$ cat config.mk
export PLATFORM = sky130hd
export DESIGN_NAME = mpu_dispatch_ctrl
export DESIGN_NICKNAME = d
export VERILOG_FILES = /design/src/rtl/pkg_mpu.sv /design/src/rtl/mpu_commit_collect.sv /design/src/rtl/mpu_dispatch_ctrl.sv
export SDC_FILE = /design/constraint.sdc
export NUM_CORES = 1
export LEC_CHECK = 0
export BUFFER_PORTS_ARGS = -buffer_cell sky130_fd_sc_hd__buf_4
export CORE_UTILIZATION = 46
export DETAILED_ROUTE_END_ITERATION = 10
export MAX_ROUTING_LAYER = met4
export PLACE_DENSITY = 0.72
export SLEW_MARGIN = 0
export SYNTH_ARGS = -nofsm -noshare
export SYNTH_HDL_FRONTEND = slang
export SYNTH_SLANG_ARGS = --single-unit
$ cat constraint.sdc
create_clock -name clock -period 2.75 [get_ports clock]
set_clock_uncertainty 0.05 [all_clocks]
set_input_delay 0.4125 -clock clock [delete_from_list [all_inputs] [get_ports clock]]
set_output_delay 0.4125 -clock clock [all_outputs]
set_load 0.02 [all_outputs]
$ cat src/rtl/pkg_mpu.sv
// Shared types for the MPU dispatch controller: FSM encoding and latched dispatch request.
package pkg_mpu;

  localparam int unsigned P_NUM_TPU = 16;
  localparam int unsigned P_THID_W  = 8;
  localparam int unsigned P_LEN_W   = 10;

  typedef enum logic [1:0] {
    IDLE,
    ISSUE,
    WAIT_CMT,
    DONE
  } dispatch_fsm_t;

  typedef struct packed {
    logic [P_THID_W-1:0]  thid;
    logic [P_LEN_W-1:0]   base;
    logic [P_LEN_W-1:0]   length;
    logic [P_NUM_TPU-1:0] en_tpu;
  } dispatch_req_t;

endpackage

$ cat src/rtl/mpu_commit_collect.sv
// Accumulates per-lane commit pulses against the dispatch lane mask and flags when all have landed.
module mpu_commit_collect #(
  parameter int unsigned NUM_TPU = 16
) (
  input  logic               clock,
  input  logic               reset,
  input  logic               i_en,
  input  logic               i_clr,
  input  logic [NUM_TPU-1:0] i_mask,
  input  logic [NUM_TPU-1:0] i_commit,
  output logic               o_all_done
);

  logic [NUM_TPU-1:0] r_cmt;

  always_ff @(posedge clock or negedge reset) begin
    if (!reset) begin
      r_cmt <= '0;
    end else if (i_clr) begin
      r_cmt <= '0;
    end else if (i_en) begin
      r_cmt <= r_cmt | (i_commit & i_mask);
    end
  end

  assign o_all_done = (r_cmt == i_mask);

endmodule

$ cat src/rtl/mpu_dispatch_ctrl.sv
// Dispatch sequencer: streams one thread program to the enabled TPUs and collects their commits.
// Optional watchdog on the commit wait is enabled with `define MPU_DISPATCH_WDOG_EN.
module mpu_dispatch_ctrl
  import pkg_mpu::*;
#(
  parameter int unsigned NUM_TPU = P_NUM_TPU,
  parameter int unsigned THID_W  = P_THID_W,
  parameter int unsigned LEN_W   = P_LEN_W,
  parameter int unsigned WDOG_W  = 16
) (
  input  logic               clock,
  input  logic               reset,
  input  logic               I_Req_Dispatch,
  input  logic [THID_W-1:0]  I_ThID,
  input  logic [LEN_W-1:0]   I_Base,
  input  logic [LEN_W-1:0]   I_Length,
  input  logic [NUM_TPU-1:0] I_En_TPU,
  output logic               O_Ack_Dispatch,
  output logic               O_Req_IMem,
  output logic [LEN_W-1:0]   O_Addr_IMem,
  output logic               O_Issue_V,
  output logic [NUM_TPU-1:0] O_En_Issue,
  output logic [THID_W-1:0]  O_ThID,
  input  logic [NUM_TPU-1:0] I_Stall_TPU,
  input  logic [NUM_TPU-1:0] I_Commit_TPU,
  output logic               O_Commit,
  output logic               O_Busy,
  output logic               O_Error
);

  dispatch_fsm_t    r_state, w_state_d;
  dispatch_req_t    r_req;
  logic [LEN_W-1:0] r_offset;
  logic             r_issue_v;

  logic w_ack, w_req_imem, w_commit;
  logic w_stall, w_empty, w_last, w_all_done, w_wdog_expire;

  assign w_stall = |(I_Stall_TPU & r_req.en_tpu);
  assign w_empty = (I_Length == '0) || (I_En_TPU == '0);
  assign w_last  = (r_offset == (r_req.length - LEN_W'(1)));

  always_comb begin
    w_state_d  = r_state;
    w_ack      = 1'b0;
    w_req_imem = 1'b0;
    w_commit   = 1'b0;
    case (r_state)
      IDLE: begin
        if (I_Req_Dispatch) begin
          w_ack     = 1'b1;
          w_state_d = w_empty ? DONE : ISSUE;
        end
      end
      ISSUE: begin
        if (!w_stall) begin
          w_req_imem = 1'b1;
          if (w_last) w_state_d = WAIT_CMT;
        end
      end
      WAIT_CMT: begin
        if (w_all_done || w_wdog_expire) w_state_d = DONE;
      end
      DONE: begin
        w_commit  = 1'b1;
        w_state_d = IDLE;
      end
      default: w_state_d = IDLE;
    endcase
  end

  always_ff @(posedge clock or negedge reset) begin
    if (!reset) begin
      r_state   <= IDLE;
      r_req     <= '0;
      r_offset  <= '0;
      r_issue_v <= 1'b0;
    end else begin
      r_state   <= w_state_d;
      r_issue_v <= w_req_imem;
      if (w_ack) begin
        r_req    <= '{thid: I_ThID, base: I_Base, length: I_Length, en_tpu: I_En_TPU};
        r_offset <= '0;
      end else if (w_req_imem) begin
        r_offset <= r_offset + LEN_W'(1);
      end
    end
  end

  mpu_commit_collect #(
    .NUM_TPU (NUM_TPU)
  ) u_commit_collect (
    .clock      (clock),
    .reset      (reset),
    .i_en       ((r_state == ISSUE) || (r_state == WAIT_CMT)),
    .i_clr      (r_state == DONE),
    .i_mask     (r_req.en_tpu),
    .i_commit   (I_Commit_TPU),
    .o_all_done (w_all_done)
  );

`ifdef MPU_DISPATCH_WDOG_EN
  logic [WDOG_W-1:0] r_wdog;
  logic              r_err;

  // DONE is entered on the same edge the counter reaches all-ones.
  assign w_wdog_expire = (r_state == WAIT_CMT) &&
                         (r_wdog == ({WDOG_W{1'b1}} - WDOG_W'(1)));

  always_ff @(posedge clock or negedge reset) begin
    if (!reset) begin
      r_wdog <= '0;
      r_err  <= 1'b0;
    end else begin
      r_err <= w_wdog_expire && !w_all_done;
      if ((r_state == ISSUE) && (w_state_d == WAIT_CMT)) begin
        r_wdog <= '0;
      end else if (r_state == WAIT_CMT) begin
        r_wdog <= r_wdog + WDOG_W'(1);
      end
    end
  end

  assign O_Error = r_err;
`else
  // Watchdog absent: the commit wait never times out.
  assign w_wdog_expire = (WDOG_W == 0);
  assign O_Error       = 1'b0;
`endif

  assign O_Ack_Dispatch = w_ack;
  assign O_Req_IMem     = w_req_imem;
  assign O_Addr_IMem    = w_req_imem ? (r_req.base + r_offset) : '0;
  assign O_Issue_V      = r_issue_v;
  assign O_En_Issue     = r_req.en_tpu;
  assign O_ThID         = r_req.thid;
  assign O_Commit       = w_commit;
  assign O_Busy         = (r_state != IDLE) || w_ack;

endmodule

==> results list, run 1 <==
- At the pin with the least slew margin, the transition time is 939.1 ps.
* Setup repair after global routing missed its margin: yes
- The net count of the finished layout is 671.
* Synth unique cells: 45
* Clock net sink count: 73
- For this run, the leading register cell type out of synthesis is sky130_fd_sc_hd__dfrtp_1.
* Final critical-path setup slack: -212.1 ps
* Maximum level of the CTS H-tree: 3
* Worst relative slew slack: 37.40%
* Largest buffer count on any clock path: 2
- Antenna Cells: 0
- Instance count of the mapped netlist: 471
* Largest net degree at the start of global routing: 74
- The number of failing hold endpoints at the final stage came to 0.
* Failing checks: negative setup slack
- Status: finished with violations
- After floorplanning, the core was sized to cover 8678 um2.
- Counting the fill cells in the layout gives 788.
- Routed WL: 10350 um
- After detailed routing, the average wire length per cell comes to 15.04 um.
* Min Tclk post-route: 2962 ps
* Antenna Violating Nets Remaining: 0
- Final hold analysis gives a worst-case slack of 132.4 ps.
* Post-route setup TNS: -512.3 ps
* Most frequent cells in the layout: sky130_fd_sc_hd__nand2_1 (137), sky130_fd_sc_hd__buf_4 (133), sky130_fd_sc_hd__dfrtp_1 (72), sky130_fd_sc_hd__nor2_1 (44), sky130_fd_sc_hd__xor2_1 (28)
- EDFF count, synth: 0
* First-pass iteration count of the detailed router: 5
- At the worst endpoint, the arrival time is 2500 ps.
* Number of antenna violations at the first check in global routing: 0
- The first global-routing pass estimated 16410 um of wire.
* Cts bufs inserted: 9
- Launch point of the critical path: r_req[26]
- Summing all multi-input logic gate instances after layout gives 2009 um2.
- Cell chosen for the clock root: sky130_fd_sc_hd__clkbuf_8
- After detailed routing, the number of remaining DRC violations is 0.
- TritonCTS clock tree: done
- Of all nets on the critical path, the largest fanout is 2.
- Post-route clock period utilization: 107.7%
* Flip-flop and latch count after synthesis: 73
- For this run, the share of the core covered by cells in the final layout is 59.86%.
- VDD sags by at most 0.4064 mV.
- Sequential Power Share: 38.3%
* GR Overflow Total: 0
- Of the total power, combinational logic draws 46.7%.
- Overall power consumption after layout is estimated at 5.130 mW.
* Cell row count: 34
* Overall die height: 96.50 um
- In this run the static leakage power is 2.671 nW.
- Die width: 96.50 um
- Counting flops with an async set or reset pin after synthesis yields a share of 100.0%.
- Relative contribution of the clock network to total power: 15.0%
- Leaving out fill and tap cells, the most frequent cell in the layout is sky130_fd_sc_hd__nand2_1.
- Number of top-level pins: 119
* Slew Viols, Final: 0
- Startpoint type of the worst setup path: flip-flop
- Critical path start-end classification: flip-flop to primary output
- The via count of the first global-routing pass was 3385.
* Number of vias in the routed layout: 3577
- Once the floorplan was initialized, standard cells occupied 47.33% of the core.
* Required time at the endpoint of the critical path: 2290 ps
* Number of maximum-capacitance constraint violations: 0
- Setup violations remaining at the end of the flow were counted as 3.
* Sw power: 2.172 mW
- OpenSTA, run right after detailed placement, puts the worst setup slack at 38.81 ps.
- In this run the tool buffered the top-level ports with 117 buffer cells.
* Clk slew on worst S/H paths: 80 ps
- All-Layer GR Usage: 24.31%
* RD Place Congestion: 0.8718
- The sequential cells in the finished layout cover a total of 1828 um2.
- Path category of the worst min-delay check: primary input to async pin
* Endpoint class of the critical path: primary output
- The internal power of the cells totals 2.957 mW.
* Layout cells sized above 1: 27.24%
- The area growth from synthesis to layout is 26.47%.
- Clock latency reported for the late side of the worst-skew pair: 350 ps
* Ratio of routed vias to standard cells: 5.199
* Detailed Place HPWL: 7592 um
- Synthesis produced a netlist with a net count of 567.
* Switching share of power: 42.35%
- Highest attainable clock frequency: 337.6 MHz
- The worst register-to-register path begins at r_req[16].
- Pwr dens: 987.5 nW/um2
- For this run, the number of Yosys warnings is 0.
- Post-Syn Area per Cell: 8.721 um2
- Sequential cells were found to cover 44.47% of the synthesized design area.
- Area of the mapped netlist: 4108 um2
* Total die area: 9311 um2
- For this block, the initial DRC count from the detailed router was 213.
## stage by stage
step	std cells	instance area, um2
after floorplan	471	4110
after global placement	671	4996
after detailed placement	671	4996
after CTS	688	5191
after global routing	688	5195
final	688	5195
## flip-flops by register name (all words and copies together), names as in the netlist
| signal | count |
|---|---|
| r_req | 20 |
| O_En_Issue | 16 |
| u_commit_collect.r_cmt | 16 |
| r_offset | 10 |
| O_ThID | 8 |
| r_state | 2 |
| O_Issue_V | 1 |
## power by group through the flow
stage	Combinational (mW)	Clock, mW	Sequential (mW)
finish	2.39	0.770	1.97
global route	2.68	0.834	2.03
floorplan	1.82	0	1.87
CTS	2.40	0.778	1.96
detailed placement	2.38	0	1.98
global placement	2.32	0	1.96
## logic make-up (layout without fill, tap and decap cells)
kind of cell,count (synthesis),in the layout,share of synthesized area [%]
flops,73,73,44.47
xor+xnor,47,47,10.02
simple gates,231,231,24.28
fa+ha+maj,17,17,5.361
mux,1,1,0.2437
buf+inv,51,160,6.945
other cells,1,1,0.09129
compound gates,50,50,8.590
## routing by layer
metal  vias to the layer above  track usage (%)  share of wire, %
li1                       1752                -                 -
met1                      1689            31.95                45
met2                       122            38.38                47
met3                        14            3.052               5.7
met4                         0            9.681               1.7
met5                         -                -                 0
## worst max-delay path, cell delays in order, from the launching register on
cell and delay, ps:
sky130_fd_sc_hd__dfrtp_1 380, sky130_fd_sc_hd__ha_2 200, sky130_fd_sc_hd__fa_2 340, sky130_fd_sc_hd__a21o_1 170, sky130_fd_sc_hd__a21oi_2 130, sky130_fd_sc_hd__nor2b_1 60, sky130_fd_sc_hd__o21a_1 180, sky130_fd_sc_hd__o41a_1 320
sky130_fd_sc_hd__xnor2_1 180, sky130_fd_sc_hd__nor2_2 60, sky130_fd_sc_hd__buf_6 130
## path summary, 6_finish.rpt
path | endpoint | slack [ps] | cells past startpoint
max in group asynchronous | O_En_Issue[2] | 1880 | 1
min reg2reg | O_ThID[4] | 430 | 2
min in group clock | r_req[27] | 200 | 3
max | O_Addr_IMem[8] | -210 | 10
max reg2reg | r_state[0] | 220 | 9
min | O_En_Issue[8] | 130 | 1
## area by class of cell
cell class              count  area share (%)
repair buffers            134           19.44
multi-input cells         347           38.68
clock inverters             2          0.2408
well taps                 108           2.601
clock buffers              14           3.131
flip-flops and latches     73           35.19
inverters                  10          0.7225
## synthesized netlist by cell type, types with 2 or more instances
cell type | n | share of area, %
sky130_fd_sc_hd__o21a_1 | 2 | 0.37
sky130_fd_sc_hd__buf_4 | 25 | 4.6
sky130_fd_sc_hd__inv_1 | 8 | 0.73
sky130_fd_sc_hd__clkinv_1 | 2 | 0.18
sky130_fd_sc_hd__nor4_1 | 11 | 1.7
sky130_fd_sc_hd__o21ai_0 | 6 | 0.73
sky130_fd_sc_hd__nand2_1 | 137 | 13
sky130_fd_sc_hd__or3_1 | 2 | 0.30
sky130_fd_sc_hd__nand4_1 | 6 | 0.91
sky130_fd_sc_hd__nor3_1 | 8 | 0.97
sky130_fd_sc_hd__nor2b_1 | 3 | 0.46
sky130_fd_sc_hd__a31oi_1 | 17 | 2.6
sky130_fd_sc_hd__a21oi_1 | 7 | 0.85
sky130_fd_sc_hd__and3_1 | 5 | 0.76
sky130_fd_sc_hd__a221oi_1 | 4 | 0.85
sky130_fd_sc_hd__xnor2_1 | 19 | 4.1
sky130_fd_sc_hd__a22o_1 | 4 | 0.85
sky130_fd_sc_hd__dfrtp_1 | 73 | 44
sky130_fd_sc_hd__xor2_1 | 28 | 6.0
sky130_fd_sc_hd__nand3_1 | 4 | 0.49
sky130_fd_sc_hd__ha_1 | 16 | 4.9
sky130_fd_sc_hd__clkbuf_1 | 16 | 1.5
sky130_fd_sc_hd__nor2_1 | 45 | 4.1
sky130_fd_sc_hd__nand2b_1 | 2 | 0.30
## what timing repair did
action / CTS / global route
buffers inserted: 1 / 0
endpoints found under the setup margin: 4 / 9
hold endpoints to repair: 0 / 0
pin swaps: 4 / 4
gates resized for setup: 5 / 3
hold buffers: 0 / 0
gates cloned: 0 / 0
Power figures use the tool's default switching activity.
==> run 2, diff against run 1 <==
--- a/config.mk
+++ b/config.mk
@@ -10,6 +10,7 @@
 export DETAILED_ROUTE_END_ITERATION = 10
 export MAX_ROUTING_LAYER = met4
 export PLACE_DENSITY = 0.72
+export SKIP_CTS_REPAIR_TIMING = 1
 export SLEW_MARGIN = 0
 export SYNTH_ARGS = -nofsm -noshare
 export SYNTH_HDL_FRONTEND = slang
==> constraint.sdc (replaced) <==
create_clock -name clock -period 3.6 [get_ports clock]
set_clock_uncertainty 0.05 [all_clocks]
set_input_delay 0.54 -clock clock [delete_from_list [all_inputs] [get_ports clock]]
set_output_delay 0.54 -clock clock [all_outputs]
set_load 0.02 [all_outputs]
==> run 2 against run 1 <==
Compared with the run above: the flow now finishes without violations; worst setup slack improved by 400 ps; highest routed layer unchanged; count of clock-buffer cells in the layout decreased by 3; design area decreased by 1.1%; wire length decreased by 2.1%; power decreased by 21%; via count decreased by 0.53%; sequential share of layout area increased by 0.35 points; non-clock buffer count decreased by 14; combinational power decreased by 27%; cell count decreased by 2.0%; utilization decreased by 0.63 points; critical path depth unchanged; largest power group unchanged.
==> results list, run 2 (synthesized netlist as in run 1, its figures left out) <==
- The run finished with clean final reports.
- Endpoint class of the critical path: primary output
- Largest buffer count on any clock path: 2 (unchanged)
- TritonCTS clock tree: done
* Number of maximum-capacitance constraint violations: 0 (unchanged)
* Maximum net fanout on the critical path: 5 (+3)
* Pwr dens: 788.6 nW/um2 (-20%)
* DR DRC count: 0 (unchanged)
* Vias in the first global route: 3387 (+0.059%)
* Initial drt markers: 185 (-13%)
- Total die area: 9311 um2 (unchanged)
- Cell-by-cell listing of the critical path: ha_1 > fa_1 > a21o_1 > a21oi_1 > nor2b_1 > o21a_1 > o41a_1 > xnor2_1 > nor2_1 > buf_4
* Global-route wire length before repair: 16300 um (-0.68%)
- The CTS clock-pin slew for the worst setup and hold paths was 80 ps (about the same).
* Setup repair after global routing missed its margin: no
- Routed WL: 10130 um (-2.1%)
* Combinational Power Share: 43.0% (-3.7 points)
* Antenna Violating Nets Remaining: 0 (unchanged)
- The routed design could run at a clock period as short as 3414 ps.
- Area growth syn-to-layout: 25.13%
* Register Area: 1827 um2 (about the same)
- Ratio of routed vias to standard cells: 5.279 (+1.5%)
- Layout cells sized above 1: 24.73% (-2.5 points)
* Worst relative slew slack: 39.20% (+1.8 points)
- Switching share of power: 40.65% (-1.7 points)
* Capture point of the worst path: O_Addr_IMem[8]
* Routed wirelength normalized by instance count: 15.02 um (about the same)
- The count of antenna diodes in the layout is 0 (unchanged).
* Count of port buffers added during placement: 117 (unchanged)
* Family of cells with the greatest summed delay on the critical path: compound AO/OA/AOI/OAI gates
* CP peak stage delay: 460 ps (+80 ps)
- Required time at the endpoint of the critical path: 3010 ps (+720 ps)
* Largest net degree at the start of global routing: 74 (unchanged)
* Largest register FFs: 20 (unchanged)
- Post-Layout Inst Area: 5140 um2 (-1.1%)
* Cell row count: 34 (unchanged)
* Final layout net count: 657 (-2.1%)
* Leakage: 2.639 nW (-1.2%)
- The number of pins with negative max-slew slack in the final report was 0 (unchanged).
- Clock latency reported for the late side of the worst-skew pair: 350 ps (about the same)
* Number of vias in the routed layout: 3558 (-0.53%)
- The placed standard-cell area is 4896 um2 (-2.0%).
- The number of antenna violations at the first check in global routing is 0 (unchanged).
* Overall die height: 96.50 um (unchanged)
- Core Region: 8678 um2 (unchanged)
* End of the worst register-to-register path: r_state[0]
- The slowest stage of the critical path is the sky130_fd_sc_hd__dfrtp_1 cell.
* Most frequent cells in the layout: sky130_fd_sc_hd__nand2_1 (137), sky130_fd_sc_hd__buf_4 (120), sky130_fd_sc_hd__dfrtp_1 (73), sky130_fd_sc_hd__nor2_1 (45), sky130_fd_sc_hd__xor2_1 (28)
- Number of setup violations in the final report: 0 (-3)
- Sw power: 1.648 mW (-24%)
- Overall Power: 4.053 mW (-21%)
- Multi-input gate area in the final layout: 1996 um2 (-0.69%)
- Launch point of the critical path: r_offset[0]
- Critical path start-end classification: flip-flop to primary output
- CP Buf/Inv Count: 1 (unchanged)
* Tightest Pin Transition: 912.0 ps (-27.06 ps)
* Clock net sink count: 73 (unchanged)
- The worst setup path is launched from a flip-flop.
* Depth of the worst register-to-register path: 9 (unchanged)
- Die width: 96.50 um (unchanged)
* Cell chosen for the clock root: sky130_fd_sc_hd__clkbuf_8
- In this run the worst hold path is classified as primary input to async pin.
* Hold Vio Cnt, Final: 0 (unchanged)
- Most common library cell in the layout ignoring fill and taps: sky130_fd_sc_hd__nand2_1
* Cts bufs inserted: 9 (unchanged)
- r_req holds more flip-flops than any other register.
- The design internal power came to 2.406 mW (-19%).
- The initial cell density of the core came to 47.33% (unchanged).
- RD Place Congestion: 0.8809 (+1.0%)
- Reg2reg start: r_req[16]
- GR Overflow Total: 0 (unchanged)
- Max IR drop VDD: 0.2743 mV (-32%)
- Post-route clock period utilization: 94.82%
- Derived from the worst setup path, the maximum achievable clock frequency is 292.9 MHz.
- The part of the total power dissipated in the clock network came to 19.3% (+4.3 points).
- Sequential Power Share: 37.6% (-0.7 points)
* Cell count along the critical path: 10 (unchanged)
- The data arrival at the endpoint of the critical path was 2820 ps (+320 ps).
- The slack of the worst reg-to-reg path is 1060 ps (+840 ps).
- The top-level I/O count was 119 (unchanged).
* Detailed Place HPWL: 7419 um (-2.3%)
* Layout fillers: 794 (+0.76%)
- The setup total negative slack came to 0 ps (+512.3 ps).
* All-Layer GR Usage: 23.97% (-0.34 points)
* First-pass iteration count of the detailed router: 4 (-1)
- The number of H-tree branching levels came to 3 (unchanged).
[run 2: per-stage QoR]
stage | hold slack (ps) | setup WS, ps | std cells | utilization (%)
final | 262.8 | 186.4 | 674 | 59.23
after global routing | 327.3 | 27.46 | 674 | 59.23
after CTS | 301.9 | 187.7 | 674 | 59.23
after detailed placement | 415.6 | 594.7 | 658 | 56.42
after global placement | 413.5 | 648.5 | 658 | 56.42
after floorplan | 194.4 | 672.8 | 471 | -
[run 2: worst min path at each step]
| stage | start | endpoint | slack (ps) | depth (start not counted) |
|---|---|---|---|---|
| global route | I_ThID[4] | O_ThID[4] | 330 | 3 |
| finish | reset | O_En_Issue[4] | 260 | 1 |
| global placement | O_ThID[7] | O_ThID[7] | 410 | 2 |
| detailed placement | O_ThID[6] | O_ThID[6] | 420 | 2 |
| floorplan | reset | O_En_Issue[0] | 190 | 0 |
| CTS | reset | O_En_Issue[4] | 300 | 1 |
[run 2: final cells by class]
type / count / share of cell area (%)
repair buffers: 120 / 17.53
multi-input cells: 347 / 38.83
flip-flops and latches: 73 / 35.54
well taps: 108 / 2.629
clock inverters: 5 / 1.996
clock buffers: 11 / 2.751
inverters: 10 / 0.7303
[run 2: power groups by stage]
stage               sequential (mW)  clock [mW]  combinational, mW
floorplan                      1.43           0               1.39
global placement               1.52           0               1.71
detailed placement             1.53           0               1.75
CTS                            1.52       0.793               1.76
global route                   1.57       0.829               1.96
finish                         1.52       0.784               1.74
[run 2: metal layers]
metal | GRT usage, % | wire (um) | up-vias
met5 | - | 0 | -
met4 | 8.701 | 125 | 0
met3 | 3.208 | 486 | 16
met2 | 38.67 | 4929 | 102
met1 | 30.97 | 4584 | 1705
li1 | - | - | 1735
[run 2: worst register-to-register path, cell delays in order, from the launching register on]
cell                      delay (ps)
sky130_fd_sc_hd__dfrtp_1         440
sky130_fd_sc_hd__inv_1            90
sky130_fd_sc_hd__ha_1            200
sky130_fd_sc_hd__or4b_4          500
sky130_fd_sc_hd__or4_1           420
sky130_fd_sc_hd__nand3_1         100
sky130_fd_sc_hd__a31oi_1         100
sky130_fd_sc_hd__a41oi_2         260
sky130_fd_sc_hd__a21oi_2          80
sky130_fd_sc_hd__o32a_1          180
